`config.mk`:
```
export PLATFORM = sky130hd
export DESIGN_NAME = alu_op_issuer
export DESIGN_NICKNAME = d
export VERILOG_FILES = /design/src/rtl/alu_op_issuer.sv
export SDC_FILE = /design/constraint.sdc
export NUM_CORES = 2
export LEC_CHECK = 0
export BUFFER_PORTS_ARGS = -buffer_cell sky130_fd_sc_hd__buf_2
export CAP_MARGIN = 20
export CELL_PAD_IN_SITES_DETAIL_PLACEMENT = 1
export CELL_PAD_IN_SITES_GLOBAL_PLACEMENT = 1
export CORE_ASPECT_RATIO = 1.25
export CORE_MARGIN = 2
export CORE_UTILIZATION = 46
export CTS_CLUSTER_DIAMETER = 60
export DETAILED_ROUTE_END_ITERATION = 12
export HOLD_SLACK_MARGIN = 0.02
export PLACE_DENSITY = 0.81
export SETUP_SLACK_MARGIN = 0.1
export SLEW_MARGIN = 20
export SYNTH_ARGS = -nofsm -noshare
export SYNTH_HDL_FRONTEND = slang
export SYNTH_SLANG_ARGS = --single-unit
```
`constraint.sdc`:
```
create_clock -name clk -period 2.1 [get_ports clk]
set_input_delay 0.21 -clock clk [delete_from_list [all_inputs] [get_ports clk]]
set_output_delay 0.21 -clock clk [all_outputs]
set_load 0.01 [all_outputs]
```
`src/rtl/alu_op_issuer.sv`:
```
// -----------------------------------------------------------------------------
// alu_op_issuer
//   Initiator side of a 3-bit ALU control interface. Owns a 32x32 register
//   file, accepts MIPS R-type instruction words, drives the operands and the
//   function code to an external combinational ALU, captures its result and
//   writes it back to rd. Exactly one operation is in flight at a time.
//
//   Optional feature: define ALU_BEQ_EN to make op 6'b000100 (beq) legal.
//   The ALU then subtracts rs and rt, done pulses with the ALU result and its
//   zero flag (zero_flag = branch taken), and nothing is written back. With
//   ALU_BEQ_EN undefined, op 6'b000100 takes the error path.
//
// Ports
//   clk, rst_n        clock (rising edge), asynchronous active-low reset
//   instr_valid/ready instruction handshake; instr = {op,rs,rt,rd,shamt,funct}
//   rf_we/waddr/wdata external register-file preload port (any state)
//   rf_raddr/rdata    combinational debug read; r0 reads 0
//   alu_a/b/f         registered ALU operands and function code
//   alu_y/alu_zero    ALU result and zero flag
//   done, result,     done pulses one cycle with result/zero_flag valid;
//   zero_flag         result/zero_flag hold until the next done
//   err               one-cycle pulse on an illegal instruction
//   dbg_state         current FSM state, for observation only
//
// Handshake: an instruction transfers on a rising edge where instr_valid and
// instr_ready are both high. instr_ready depends only on the state (IDLE), so
// it never combinationally depends on instr_valid.
// -----------------------------------------------------------------------------
module alu_op_issuer (
    input  logic        clk,
    input  logic        rst_n,
    input  logic        instr_valid,
    output logic        instr_ready,
    input  logic [31:0] instr,
    input  logic        rf_we,
    input  logic [4:0]  rf_waddr,
    input  logic [31:0] rf_wdata,
    input  logic [4:0]  rf_raddr,
    output logic [31:0] rf_rdata,
    output logic [31:0] alu_a,
    output logic [31:0] alu_b,
    output logic [2:0]  alu_f,
    input  logic [31:0] alu_y,
    input  logic        alu_zero,
    output logic        done,
    output logic [31:0] result,
    output logic        zero_flag,
    output logic        err,
    output logic [2:0]  dbg_state
);

    typedef enum logic [2:0] {
        S_IDLE   = 3'd0,
        S_DECODE = 3'd1,
        S_EXEC   = 3'd2,
        S_WB     = 3'd3,
        S_ERR    = 3'd4
    } state_t;

    state_t      r_state;
    state_t      w_next;

    // Only the fields the block uses are latched; shamt is ignored.
    logic [5:0]  r_op;
    logic [4:0]  r_rs;
    logic [4:0]  r_rt;
    logic [4:0]  r_rd;
    logic [5:0]  r_funct;

    logic [31:0] r_rf [32];
    logic [31:0] r_alu_a;
    logic [31:0] r_alu_b;
    logic [2:0]  r_alu_f;
    logic [31:0] r_result;
    logic        r_zero;
    logic        r_is_beq;

    logic        w_legal;
    logic [2:0]  w_code;
    logic        w_beq;
    logic        w_unused_shamt;

    assign w_unused_shamt = ^instr[10:6];

    // Decode of the latched instruction word.
    always_comb begin
        w_legal = 1'b0;
        w_code  = 3'd0;
        w_beq   = 1'b0;
        if (r_op == 6'b000000) begin
            case (r_funct)
                6'b100100: begin w_legal = 1'b1; w_code = 3'd0; end
                6'b100101: begin w_legal = 1'b1; w_code = 3'd1; end
                6'b100000: begin w_legal = 1'b1; w_code = 3'd2; end
                6'b100010: begin w_legal = 1'b1; w_code = 3'd6; end
                6'b101010: begin w_legal = 1'b1; w_code = 3'd7; end
                default:   begin w_legal = 1'b0; w_code = 3'd0; end
            endcase
        end
`ifdef ALU_BEQ_EN
        else if (r_op == 6'b000100) begin
            w_legal = 1'b1;
            w_code  = 3'd6;
            w_beq   = 1'b1;
        end
`endif
    end

    // State register.
    always_ff @(posedge clk or negedge rst_n) begin
        if (!rst_n) begin
            r_state <= S_IDLE;
        end else begin
            r_state <= w_next;
        end
    end

    // Next state and state-decoded outputs.
    always_comb begin
        w_next      = r_state;
        instr_ready = 1'b0;
        done        = 1'b0;
        err         = 1'b0;
        case (r_state)
            S_IDLE: begin
                instr_ready = 1'b1;
                if (instr_valid) w_next = S_DECODE;
            end
            S_DECODE: w_next = w_legal ? S_EXEC : S_ERR;
            S_EXEC:   w_next = S_WB;
            S_WB: begin
                done   = 1'b1;
                w_next = S_IDLE;
            end
            S_ERR: begin
                err    = 1'b1;
                w_next = S_IDLE;
            end
            default:  w_next = S_IDLE;
        endcase
    end

    // Datapath and register file.
    always_ff @(posedge clk or negedge rst_n) begin
        if (!rst_n) begin
            r_op     <= '0;
            r_rs     <= '0;
            r_rt     <= '0;
            r_rd     <= '0;
            r_funct  <= '0;
            r_alu_a  <= '0;
            r_alu_b  <= '0;
            r_alu_f  <= '0;
            r_result <= '0;
            r_zero   <= 1'b0;
            r_is_beq <= 1'b0;
            for (int i = 0; i < 32; i++) r_rf[i] <= '0;
        end else begin
            if (r_state == S_IDLE && instr_valid) begin
                r_op    <= instr[31:26];
                r_rs    <= instr[25:21];
                r_rt    <= instr[20:16];
                r_rd    <= instr[15:11];
                r_funct <= instr[5:0];
            end
            // Operands are sampled here, so a later writeback to rs/rt (or an
            // external write in this same cycle) cannot disturb them.
            if (r_state == S_DECODE && w_legal) begin
                r_alu_a  <= r_rf[r_rs];
                r_alu_b  <= r_rf[r_rt];
                r_alu_f  <= w_code;
                r_is_beq <= w_beq;
            end
            // Captured at the end of EXEC so result/zero_flag change exactly
            // as done rises.
            if (r_state == S_EXEC) begin
                r_result <= alu_y;
                r_zero   <= alu_zero;
            end
            // External write first; the writeback below overrides it when
            // both target the same register in the same cycle.
            if (rf_we && rf_waddr != 5'd0) r_rf[rf_waddr] <= rf_wdata;
            if (r_state == S_WB && !r_is_beq && r_rd != 5'd0) r_rf[r_rd] <= r_result;
        end
    end

    assign rf_rdata  = (rf_raddr == 5'd0) ? 32'd0 : r_rf[rf_raddr];
    assign alu_a     = r_alu_a;
    assign alu_b     = r_alu_b;
    assign alu_f     = r_alu_f;
    assign result    = r_result;
    assign zero_flag = r_zero;
    assign dbg_state = r_state;

endmodule

```
==> results.md, run 1 <==
* Cell Rows at between 150 and 200
* Total clock sinks at 1154
* Clk root buf: clkbuf_16
* Post-synth EDFFs at 0
* Largest net degree at the start of global routing at 87
* Synthesized cell area at 76600 um^2
* Cells after DPL at 10300
* Port bufs at 243
* Initial core utilization at 0.463
* Syn Inst Count at 7518
* Syn Nets at about 7600
* Ports at 249
* Stage reached: global routing (5_1_grt)
* Max clock buf depth at 3
* Hpwl dp at ~250000 um
* Synth Flop Type: dfrtp_1
* GRT Residual Overflow at 787
* Flops & latches, synth at approximately 1200
* Post-synth ARST share at 1.00
* Yosys synthesis warning count at 0
* Die Width at 369 um
* Leading post-synthesis cells by cell area: dfrtp_1 38%, mux2i_1 25%, mux4_2 9.4%, a21oi_1 4.2%, o21ai_0 3.4%
* Error msg: [ERROR GRT-0232] Routing congestion too high. Check the congestion heatmap in the GUI.
* Seq/Total Area, Yosys at 0.377
* H-tree levels at 4
* Worst ep type: top-level output
* Num CTS Buffers at around 140
* Total GRT Usage at 0.798
* Synth area leader: dfrtp_1
* Yosys cell types at 48
* GPL Wtd Cong at 0.994
* Status: aborted with a tool error
* Die Y at 460 um
* Initial antenna violation count at ~100
* Worst setup endpoint GRT: rf_rdata[19]
* Top-area cell type share of the netlist area at 0.377
* Avg Cell Area, Syn at between 10 and 15 um^2
[per-layer routing]
metal | GRT usage | GRT overflow
met1 | 0.788 | 48
met2 | 0.897 | 386
met4 | 0.791 | 307
met5 | 0.542 | 5
met3 | 0.722 | 41
[per-stage QoR]
| stage | hold slack, ns | cell area, um^2 | worst slack [ns] | util |
|---|---|---|---|---|
| 2_1_floorplan | -0.0856 | 76800 | 0.00922 | - |
| 3_5_place_dp | 0.103 | 90100 | -0.815 | 0.544 |
| 3_3_place_gp | 0.108 | 90100 | -0.778 | 0.544 |
| 4_1_cts | 0.0219 | 101000 | -0.751 | 0.612 |
[synth_stat cells (64+ instances only)]
master and number:
nand2_1 603, a22oi_1 256, a32oi_1 104, clkbuf_1 593
a22o_1 128, a21oi_1 644, a221oi_1 128, dfrtp_1 1154
o22ai_1 64, mux4_2 320, nor2_1 547, o41ai_1 64
mux2i_1 1911, o21ai_0 515, buf_2 212
[cell families after synthesis]
family                 synth area share
AOI/OAI and AO/OA                 0.155
buffers and inverters            0.0519
DFF                               0.377
muxes                             0.353
and+or+nand+nor                  0.0634
[what timing repair did]
action | 4_1_cts
endpoints found under the hold margin | 1604
pin swaps | 144
gates cloned | 52
endpoints found under the setup margin | 648
gates resized for setup | 548
setup buffers | 274
hold buffers | 93
==> inputs of run 2 (changes only) <==
CELL_PAD_IN_SITES_DETAIL_PLACEMENT = not set   (was 1)
CELL_PAD_IN_SITES_GLOBAL_PLACEMENT = not set   (was 1)
CORE_ASPECT_RATIO = not set   (was 1.25)
CORE_UTILIZATION = 36   (was 46)
CTS_CLUSTER_DIAMETER = not set   (was 60)
HOLD_SLACK_MARGIN = not set   (was 0.02)
PLACE_DENSITY = not set   (was 0.81)
PLACE_DENSITY_LB_ADDON = 0.15   (was not set)
SETUP_SLACK_MARGIN = not set   (was 0.1)
clock period = 2.7 ns   (was 2.1 ns; I/O delays follow)
==> results.md, run 2 <==
* Hold Crit Depth at 3
* Pleak at 39.9 nW
* Top-area cell type share of the netlist area at 0.377 (unchanged)
* Final Setup Violations at 32
* Avg Cell Area, Syn at 10.2 um^2 (unchanged)
* First-pass GRT wire length at 501000 um
* Initial antenna violation count at 21
* Syn Inst Count at 7518 (unchanged)
* Total clock sinks at 1154 (unchanged)
* Worst skew pair latency at a little over 0.8 ns
* Final core utilization at 0.433
* RSZ-0062 raised after global routing: true
* Skew final at 0.0404 ns
* GPL Wtd Cong at 0.900 (was 0.994)
* Final Max Tran Viols at 0
* Yosys synthesis warning count at 0 (unchanged)
* Num CTS Buffers at 146 (was 139)
* GRT Residual Overflow at 0
* Synthesized cell area at 76600 um^2 (unchanged)
* Slew margin rel. at 0.356
* Ports at 249 (unchanged)
* Layout cells sized above 1 at 0.224
* Routed WL at 354000 um
* Count leader, synth: mux2i_1 (unchanged)
* Reg with most FFs: r_rf
* Port bufs at 243 (unchanged)
* Number of remaining DRC errors at 0
* FF-to-FF path depth at 7
* 1st-iter DRT viols at a little over 8000
* Worst endpoint data arrival time at 2.61 ns
* Cell Rows at 169 (was 167)
* Core ar. at 212000 um^2
* RR Endpoint: alu_a[18]$_DFFE_PN0P_
* Violated checks: setup timing
* Final Hold Vio Count at 0
* Synth area leader: dfrtp_1 (unchanged)
* Max Freq at between 300 and 400 MHz
* Area growth, synth to finish at 19.8%
* Filler Cell Count at 20200
* TritonCTS clock tree: yes
* Commonest non-fill, non-tap cell in the layout: mux2i_1
* Routed WL per cell at 32.8 um
* Worst Setup End Kind: output port
* Antenna Nets Post-Route at 0
* Total GRT Usage at 0.319
* Min Tclk post-route at 2.88 ns
* Largest net degree at the start of global routing at about 110
* Reg power frac at 0.336
* Clock share of power at 0.280
* Syn Nets at 7629 (unchanged)
* Max clock buf depth at 3 (unchanged)
* Nets at 7960
* Hpwl dp at 215000 um (was 247000 um)
* Max VDD drop at just over 0.0007 V
* Post-synth top cells: 1911 x mux2i_1, 1154 x dfrtp_1, 644 x a21oi_1 (unchanged)
* Most frequent cells in the layout: 1911 x mux2i_1, 1145 x dfrtp_1, 644 x a21oi_1
* Seq/Total Area, Yosys at 0.377 (unchanged)
* WHS Endpoint: r_rf[395]$_DFF_PN0_
* H-tree levels at 4 (unchanged)
* Clk root buf: clkbuf_16 (unchanged)
* DIE AREA at approximately 220000 um^2
* First-pass DRT Iterations at 9
* Flops & latches, synth at 1154 (unchanged)
* Vias at 67300
* Vias in the first global route at 64900
* Hold path startpoint: rf_wdata[11]
* FF-to-FF setup slack at 0.13 ns
* Die Width at 465 um (was 369 um)
* Crit Path Category: reg2out
* Crit path launch: r_rf[554]$_DFF_PN0_
* Reg-to-Reg Start: r_rs[0]$_DFFE_PN0P_
* Die Y at 465 um (was 460 um)
* Max FFs per register at 1024
* Switching share of power at 0.377
* Post-synth ARST share at 1.00 (unchanged)
* Power density over the cells at 783 nW/um^2
* Yosys cell types at 48 (unchanged)
* Worst-path clk slew at 0.06 ns
* Maxcap violations at 0
* Worst-path fanout max at 4
* Startpoint Class: flop
* Comb pwr share at 0.384
* Fin Setup TNS at -3.63 ns
* Initial core utilization at 0.362 (was 0.463)
* Slew @ Worst Pin at around 0.97 ns
* Synth Flop Type: dfrtp_1 (unchanged)
* DR vias/cell at 6.24
* Critical path required time at between 2 and 2.5 ns
* Psw at 0.0271 W
* Fin worst setup slack at -0.182 ns
* Final period util at 1.07
* Internal power at 0.0448 W
* Leading post-synthesis cells by cell area: dfrtp_1 38%, mux2i_1 25%, mux4_2 9.4%, a21oi_1 4.2%, o21ai_0 3.4% (unchanged)
* Hold WC Path Type: in2reg
* Post-synth EDFFs at 0 (unchanged)
* Status: finished with violations (was aborted with a tool error)
-- run 2: logic make-up (layout without fill, tap and decap cells) --
family / count (synthesis) / count (layout) / share of synthesized area
other cells: 0 / 9 / 0
mux: 2293 / 2293 / 0.353
buf+inv: 933 / 1372 / 0.0519
flops: 1154 / 1154 / 0.377
simple gates: 1230 / 1230 / 0.0634
compound gates: 1908 / 1908 / 0.155
-- run 2: per-layer routing --
layer / global-route usage / share of wire / up-vias
met3: 0.0598 / 0.084 / 754
li1: - / - / 28700
met4: 0.138 / 0.048 / 8
met1: 0.442 / 0.43 / 34300
met5: 0 / 0.00016 / -
met2: 0.485 / 0.44 / 3464
-- run 2: power by group through the flow --
stage | Combinational, W | Clock, W | Sequential, W
5_1_grt | 0.0291 | 0.0211 | 0.0245
2_1_floorplan | 0.0166 | 0 | 0.0232
6_report | 0.0276 | 0.0201 | 0.0242
4_1_cts | 0.0269 | 0.0204 | 0.0240
3_3_place_gp | 0.0246 | 0 | 0.0245
3_5_place_dp | 0.0250 | 0 | 0.0246
-- run 2: per-stage QoR --
stage / std cells / setup slack (ns) / instance area, um^2 / hold slack, ns / power (W)
finish: 10800 / -0.182 / 91800 / 0.0724 / 0.0719
global route: 10800 / -0.231 / 91800 / 0.0663 / 0.0748
CTS: 10700 / -0.234 / 91400 / 0.0186 / 0.0713
detailed placement: 10200 / -0.238 / 83800 / 0.174 / 0.0496
global placement: 10200 / -0.256 / 83800 / 0.177 / 0.0492
floorplan: 7518 / 0.383 / 76600 / -0.0256 / 0.0398
-- run 2: layout make-up --
type | instances | area, um^2 | share of cell area
inverters | 35 | 144 | 0.00157
multi-input cells | 5431 | 44600 | 0.486
clock inverters | 51 | 573 | 0.00624
repair buffers | 1081 | 9850 | 0.107
well taps | 2821 | 3530 | 0.0384
diodes | 9 | 22.5 | 0.000245
flip-flops and latches | 1154 | 28900 | 0.315
clock buffers | 205 | 4170 | 0.0454
-- run 2: worst max-delay path: stages, from the launching register on --
cell	delay, ns
dfrtp_1	0.43
mux4_2	0.48
mux4_2	0.49
inv_1	0.15
o21ai_4	0.10
buf_6	0.15
-- run 2: timing repair --
item | 4_1_cts | 5_1_grt
setup buffers | 249 | 47
gates resized for setup | 117 | 27
gates cloned | 0 | 0
hold endpoints to repair | 843 | 0
pin swaps | 2 | 1
hold buffers | 64 | 0
setup endpoints to repair | 32 | 32
-- run 2: worst max path at each step --
stage	endpoint	slack, ns	cells after the start
after floorplan	rf_rdata[11]	0.38	7
after global placement	rf_rdata[19]	-0.26	9
after detailed placement	rf_rdata[19]	-0.24	9
after CTS	rf_rdata[13]	-0.23	6
after global routing	rf_rdata[12]	-0.23	5
final	rf_rdata[10]	-0.18	5
No activity file was read; power rests on OpenSTA's default activity.
